File: config.mk
export PLATFORM = sky130hd
export DESIGN_NAME = lane_data_memory
export DESIGN_NICKNAME = d
export VERILOG_FILES = /design/src/rtl/dmem_pkg.sv /design/src/rtl/lane_store.sv /design/src/rtl/lane_data_memory.sv
export SDC_FILE = /design/constraint.sdc
export NUM_CORES = 1
export LEC_CHECK = 0
export CAP_MARGIN = 20
export CORE_MARGIN = 2
export CORE_UTILIZATION = 40
export CTS_CLUSTER_SIZE = 24
export DETAILED_ROUTE_END_ITERATION = 8
export PLACE_DENSITY = 0.64
export SLEW_MARGIN = 20
export SYNTH_ARGS = -nofsm -noshare
export SYNTH_HDL_FRONTEND = slang
export SYNTH_HIERARCHICAL = 1
export SYNTH_SLANG_ARGS = --single-unit
File: constraint.sdc
create_clock -name clk -period 5.7 [get_ports clk]
set_clock_uncertainty 0.05 [all_clocks]
set_input_delay 1.14 -clock clk [delete_from_list [all_inputs] [get_ports clk]]
set_output_delay 1.14 -clock clk [all_outputs]
set_load 0.01 [all_outputs]
File: src/rtl/dmem_pkg.sv
// Purpose : shared types and derived constants for the lane-addressed data memory.
// Latency : n/a (package only).
// Backpressure: n/a.
// Contents: FSM state enum, LANES/BEATS/IDX_W derivation helpers and the
//           parameter-legality check evaluated at elaboration by lane_data_memory.
package dmem_pkg;

  typedef enum logic [1:0] {
    IDLE  = 2'd0,
    WRITE = 2'd1,
    READ  = 2'd2,
    RESP  = 2'd3
  } state_t;

  function automatic int lanes_f(input int data_w, input int lane_w);
    return data_w / lane_w;
  endfunction

  function automatic int beats_f(input int lanes, input int beat_lanes);
    return lanes / beat_lanes;
  endfunction

  function automatic int idx_w_f(input int depth);
    return (depth > 1) ? $clog2(depth) : 1;
  endfunction

  // Legal when lanes tile the word, beats tile the lanes, and the store is a
  // power of two at least one word deep (modulo wrap relies on IDX_W overflow).
  function automatic bit params_ok(input int data_w, input int lane_w,
                                   input int depth, input int beat_lanes);
    int lanes;
    bit ok;
    ok = (lane_w > 0) && (beat_lanes > 0) && (data_w > 0);
    if (ok) begin
      lanes = data_w / lane_w;
      ok = ((data_w % lane_w) == 0) &&
           ((lanes % beat_lanes) == 0) &&
           (depth >= lanes) && (depth >= 2) &&
           ((depth & (depth - 1)) == 0);
    end
    return ok;
  endfunction

endpackage

File: src/rtl/lane_store.sv
// Purpose : DEPTH x LANE_W lane register array with one BEAT_LANES-wide port.
// Latency : writes commit on the rising edge; reads are combinational from the array.
// Backpressure: none; the port accepts a beat every cycle.
// Ports: clk; clear (synchronous, zeroes every lane); start_idx (index of port
//        lane 0, wraps modulo DEPTH); wr_en/wr_data (per-lane write); rd_data.
module lane_store #(
  parameter int LANE_W     = 4,
  parameter int DEPTH      = 16,
  parameter int BEAT_LANES = 4,
  parameter int IDX_W      = 4
) (
  input  logic                         clk,
  input  logic                         clear,
  input  logic [IDX_W-1:0]             start_idx,
  input  logic [BEAT_LANES-1:0]        wr_en,
  input  logic [BEAT_LANES*LANE_W-1:0] wr_data,
  output logic [BEAT_LANES*LANE_W-1:0] rd_data
);

  logic [LANE_W-1:0] mem      [DEPTH];
  logic [IDX_W-1:0]  lane_idx [BEAT_LANES];

  // DEPTH is a power of two, so plain IDX_W-bit addition gives the modulo wrap.
  always_comb begin
    for (int j = 0; j < BEAT_LANES; j++) begin
      lane_idx[j] = start_idx + IDX_W'(j);
    end
  end

  always_comb begin
    rd_data = '0;
    for (int j = 0; j < BEAT_LANES; j++) begin
      rd_data[j*LANE_W +: LANE_W] = mem[lane_idx[j]];
    end
  end

  always_ff @(posedge clk) begin
    if (clear) begin
      for (int i = 0; i < DEPTH; i++) begin
        mem[i] <= '0;
      end
    end else begin
      for (int j = 0; j < BEAT_LANES; j++) begin
        if (wr_en[j]) begin
          mem[lane_idx[j]] <= wr_data[j*LANE_W +: LANE_W];
        end
      end
    end
  end

endmodule

File: src/rtl/lane_data_memory.sv
// Purpose : lane-addressed data memory, one DATA_W word as LANES lanes, multi-beat access.
// Latency : write BEATS cycles; read BEATS+1 (ReadValid after BEATS); write+read 2*BEATS+1.
// Backpressure: Ready low while an access is in flight or rst is high; requests then ignored.
// Ports: clk, rst (sync, active-high); Req/Ready handshake with MemWrite/MemRead,
//        ALU_Result (start lane), WriteMemData, LaneMask; ReadMemData/ReadValid/AddrErr out.
// Option: define DMEM_BOUNDS_CHECK_EN to reject ALU_Result >= DEPTH (no write,
//         zero read data, AddrErr pulse); otherwise the address wraps and AddrErr stays 0.
module lane_data_memory
  import dmem_pkg::*;
#(
  parameter int DATA_W     = 32,
  parameter int LANE_W     = 4,
  parameter int DEPTH      = 16,
  parameter int BEAT_LANES = 4,
  parameter int ADDR_W     = 32,
  localparam int LANES     = lanes_f(DATA_W, LANE_W)
) (
  input  logic              clk,
  input  logic              rst,
  input  logic              Req,
  output logic              Ready,
  input  logic              MemWrite,
  input  logic              MemRead,
  input  logic [ADDR_W-1:0] ALU_Result,
  input  logic [DATA_W-1:0] WriteMemData,
  input  logic [LANES-1:0]  LaneMask,
  output logic [DATA_W-1:0] ReadMemData,
  output logic              ReadValid,
  output logic              AddrErr
);

  localparam int BEATS = beats_f(LANES, BEAT_LANES);
  localparam int IDX_W = idx_w_f(DEPTH);
  localparam int BW    = BEAT_LANES * LANE_W;
  localparam int BCW   = (BEATS > 1) ? $clog2(BEATS) : 1;
  localparam logic [BCW-1:0] LAST_BEAT = BCW'(BEATS - 1);

  if (!params_ok(DATA_W, LANE_W, DEPTH, BEAT_LANES)) begin : g_bad_params
    $error("lane_data_memory: illegal DATA_W/LANE_W/DEPTH/BEAT_LANES combination");
  end

  state_t              state;
  logic [BCW-1:0]      beat;
  logic [IDX_W-1:0]    cap_idx;
  logic [DATA_W-1:0]   cap_wdata;
  logic [LANES-1:0]    cap_mask;
  logic                cap_read;
  logic                cap_err;
  logic [DATA_W-1:0]   rd_buf;
  logic [DATA_W-1:0]   rd_next;

  logic                accept;
  logic                req_err;
  logic [IDX_W-1:0]    port_idx;
  logic [BEAT_LANES-1:0] port_we;
  logic [BW-1:0]       port_wdata;
  logic [BW-1:0]       port_rdata;

  // Upper address bits only matter to the bounds check.
  logic unused_addr_hi;
  assign unused_addr_hi = ^ALU_Result[ADDR_W-1:IDX_W];

`ifdef DMEM_BOUNDS_CHECK_EN
  assign req_err = (ALU_Result >= ADDR_W'(DEPTH));
`else
  assign req_err = 1'b0;
`endif

  assign Ready  = (state == IDLE) & ~rst;
  assign accept = Req & Ready & (MemWrite | MemRead);

  // Beat b covers word lanes b*BEAT_LANES.. of the captured start index.
  assign port_idx   = cap_idx + IDX_W'(int'(beat) * BEAT_LANES);
  assign port_wdata = cap_wdata[int'(beat)*BW +: BW];
  assign port_we    = (state == WRITE && !cap_err) ?
                      cap_mask[int'(beat)*BEAT_LANES +: BEAT_LANES] : '0;

  // Current beat merged into the partially assembled read word.
  always_comb begin
    rd_next = rd_buf;
    rd_next[int'(beat)*BW +: BW] = port_rdata;
  end

  lane_store #(
    .LANE_W     (LANE_W),
    .DEPTH      (DEPTH),
    .BEAT_LANES (BEAT_LANES),
    .IDX_W      (IDX_W)
  ) u_store (
    .clk       (clk),
    .clear     (rst),
    .start_idx (port_idx),
    .wr_en     (port_we),
    .wr_data   (port_wdata),
    .rd_data   (port_rdata)
  );

  always_ff @(posedge clk) begin
    if (rst) begin
      state       <= IDLE;
      beat        <= '0;
      cap_idx     <= '0;
      cap_wdata   <= '0;
      cap_mask    <= '0;
      cap_read    <= 1'b0;
      cap_err     <= 1'b0;
      rd_buf      <= '0;
      ReadMemData <= '0;
      ReadValid   <= 1'b0;
      AddrErr     <= 1'b0;
    end else begin
      ReadValid <= 1'b0;
      AddrErr   <= 1'b0;
      case (state)
        IDLE: begin
          if (accept) begin
            cap_idx   <= ALU_Result[IDX_W-1:0];
            cap_wdata <= WriteMemData;
            cap_mask  <= LaneMask;
            cap_read  <= MemRead;
            cap_err   <= req_err;
            beat      <= '0;
            state     <= MemWrite ? WRITE : READ;
            // Single-beat write: the first beat is already the final one.
            if (BEATS == 1 && MemWrite && !MemRead) begin
              AddrErr <= req_err;
            end
          end
        end
        WRITE: begin
          if (beat == LAST_BEAT) begin
            beat  <= '0;
            state <= cap_read ? READ : IDLE;
          end else begin
            beat <= BCW'(beat + 1'b1);
            // Write-only rejection is flagged for the duration of the final beat.
            if (BCW'(beat + 1'b1) == LAST_BEAT && !cap_read) begin
              AddrErr <= cap_err;
            end
          end
        end
        READ: begin
          rd_buf <= rd_next;
          if (beat == LAST_BEAT) begin
            beat        <= '0;
            ReadMemData <= cap_err ? '0 : rd_next;
            ReadValid   <= 1'b1;
            AddrErr     <= cap_err;
            state       <= RESP;
          end else begin
            beat <= BCW'(beat + 1'b1);
          end
        end
        RESP: begin
          state <= IDLE;
        end
        default: begin
          state <= IDLE;
        end
      endcase
    end
  end

endmodule

==> metrics.cfg <==
[outcome]
outcome = finished clean

[setup_path]
reg2reg_depth = 8
critPathBufInv = 1
crit_arrival_ns = 4.10
endpoint = u_store/mem[10][3]$_DFFE_PP_
critPathRequiredTime_ns = 5.84
reg2reg_slack_ns = 1.74
crit_type = flop to flop
crit_path_end_kind = flop
critical_path_depth = 8
critPathMaxStageDelay_ns = 0.75
cp_cell_sequence = ha_1, ha_1, buf_4, nand3b_1, nand2_2, nand3_1, mux2i_1, a221oi_1
cp-startpoint = beat$_SDFFE_PP0P_
critPathLaunchType = flop
cp_common_cell = ha_1
r2r-end = u_store/mem[10][3]$_DFFE_PP_
cp_max_fo = 15
r2r_start = beat$_SDFFE_PP0P_
crit_slowest_cell = ha_1
cp_top_family = adder cells

[timing]
whs_ns = 0.396
setup_viol = 0
tns_ns = 0
relSlewSlack_pct = 36.8
fmax_ghz = 0.253
tightestPinTransition_ns = 0.944
final_hold_viol_count = 0
timing.final.crit_share_pct = 69.5
rsz0062_at_grt = false
slew_viol_final = 0
min_period_ns = 3.96

[cells_and_area]
fillCellCount = 2593
drive_gt1_share_pct = 14.2
final_common_cell = nand2_1
fin_cells = 1534
area_growth_pct = 13.6
final_cell_mix = nand2_1, nor2_1, dfxtp_1, clkdlybuf4s50_1, edfxtp_1
n_antenna_cell = 0
multiInputGateArea_um2 = 6540
layout.nets = 1270
regArea_um2 = 3870

[clocking]
cts.sinks = 161
ctsResizeCount = 0
cts_setup_buffers = 0
clk_pin_slew_worst_paths_ns = 0.07
clock_latency_ns = 0.45
cts_tree = yes
clockBufferDepth = 2
cts_max_level = 4
cts_buffers = 17
cts_hold_buf = 0
cts_root_buffer = clkbuf_16

[synthesis]
synthesis.area_um2 = 10900
yosysSeqAreaShare_pct = 35.4
synth_cell_types = 63
synth_warnings = 6
async_flop_share_pct = 0
synthCells = 1172
avgSynthCellArea_um2 = 9.31
synth-edff-count = 64
synthesis.nets = 1262
synthFlopType = dfxtp_1
synth_seq_cells = 161

[route]
route.vias.total = 9603
wl_per_cell_um = 22.2
wl_mm = 34.0
drcViolationCount = 0
ant_nets = 0
dr.pass1.iters = 8
routed_via_density = 6.26
drt_iter0_markers = 1195

[power]
seqPwrFrac_pct = 32.9
switching_power_mw = 1.67
clock_power_share_pct = 28.2
p_int_mw = 2.57
fin_total_pwr_mw = 4.24
power_leakage_nw = 4.72
power_density_nw_per_um2 = 342
swShare_pct = 39.4
comb_power_share_pct = 38.9
vdd_drop_max_uv = 205

[grt]
grt_overflow = 0
grt_usage_pct = 24.1
grt_pass1_vias = 9009
grt_pass1_wl_mm = 52.7
antenna_found_initial = 0
grt_max_degree = 90

[floorplanning]
die-area_um2 = 28600
die_h_um = 169
die_w_um = 169
num_rows = 60
io_pins = 112
coreArea_um2 = 26900
floorplan.initialDensity_pct = 40.6

[flow_run]
max-cap-violations = 0

[min_path]
hold_class = flop to flop
whs_path_depth = 2

[placed_design]
place_hpwl_mm = 23.3
port_buffers = 82
dpl.cell_count = 1502
place.gp.congestion = 0.947

per-layer routing:
| layer | vias up | global-route usage (%) | part of all wire (%) |
|---|---|---|---|
| met2 | 556 | 37.0 | 45 |
| met4 | 0 | 10.2 | 3.6 |
| li1 | 4343 | - | - |
| met3 | 92 | 5.11 | 10 |
| met1 | 4612 | 32.9 | 41 |
| met5 | - | 0 | 0 |
registers in the layout (all words and copies together), names as in the netlist:
name	count
u_store/mem	64
ReadMemData	32
cap_wdata	32
rd_buf	16
cap_mask	8
cap_idx	4
state	2
ReadValid	1
beat	1
cap_read	1
through the flow:
stage | util (%) | setup WS [ns] | instance area [um^2]
finish | 46.2 | 1.74 | 12400
floorplan | - | 2.84 | 10900
CTS | 46.2 | 1.85 | 12400
global placement | 43.8 | 1.95 | 11800
detailed placement | 43.8 | 1.89 | 11800
global route | 46.2 | 1.58 | 12400
Yosys cell counts (all sizes together) (32+ instances only):
| master | number | area, um^2 |
|---|---|---|
| clkbuf | 49 | 184 |
| buf | 59 | 349 |
| mux4 | 62 | 1400 |
| dfxtp | 97 | 1940 |
| mux2i | 51 | 510 |
| edfxtp | 64 | 1920 |
| nor3 | 32 | 180 |
| a22o | 32 | 280 |
| a221oi | 60 | 526 |
| nor2 | 148 | 556 |
| a21oi | 52 | 264 |
| o21ai | 57 | 285 |
| nand2 | 169 | 647 |
| and2 | 53 | 350 |
area by class of cell:
type,count,area share (%)
repair buffers,97,7.48
clock buffers,19,3.74
flip-flops and latches,161,31.2
well taps,341,3.44
multi-input cells,896,52.7
inverters,7,0.212
clock inverters,13,1.26
worst min path at each step:
stage / from / endpoint / slack, ns
finish: cap_wdata[14]$_SDFFE_PP0P_ / cap_wdata[14]$_SDFFE_PP0P_ / 0.40
global route: rd_buf[8]$_SDFFE_PP0P_ / rd_buf[8]$_SDFFE_PP0P_ / 0.42
CTS: cap_wdata[14]$_SDFFE_PP0P_ / cap_wdata[14]$_SDFFE_PP0P_ / 0.40
detailed placement: cap_wdata[14]$_SDFFE_PP0P_ / cap_wdata[14]$_SDFFE_PP0P_ / 0.39
global placement: cap_wdata[10]$_SDFFE_PP0P_ / cap_wdata[10]$_SDFFE_PP0P_ / 0.39
floorplan: cap_wdata[10]$_SDFFE_PP0P_ / cap_wdata[10]$_SDFFE_PP0P_ / 0.38
worst register-to-register path: stages (launching register included):
cell      delay [ns]
dfxtp_1         0.32
ha_1            0.75
ha_1            0.56
buf_4           0.29
nand3b_1        0.23
nand2_2         0.45
nand3_1         0.35
mux2i_1         0.20
a221oi_1        0.50
power groups by stage:
stage	clock [mW]	combinational [mW]	sequential (mW)
2_1_floorplan	0	1.20	1.38
3_3_place_gp	0	1.59	1.42
4_1_cts	1.22	1.62	1.39
5_1_grt	1.27	1.75	1.41
3_5_place_dp	0	1.61	1.42
6_report	1.20	1.65	1.39
cell families after synthesis:
logic type	after synthesis	share of synthesized area, %
flops	161	35.4
xor+xnor	9	1.20
other cells	1	0.0344
compound gates	237	14.9
fa+ha+maj	13	1.49
simple gates	505	22.5
buf+inv	115	5.12
mux	131	19.3
Note: power is estimated with default switching activity, not from simulation.
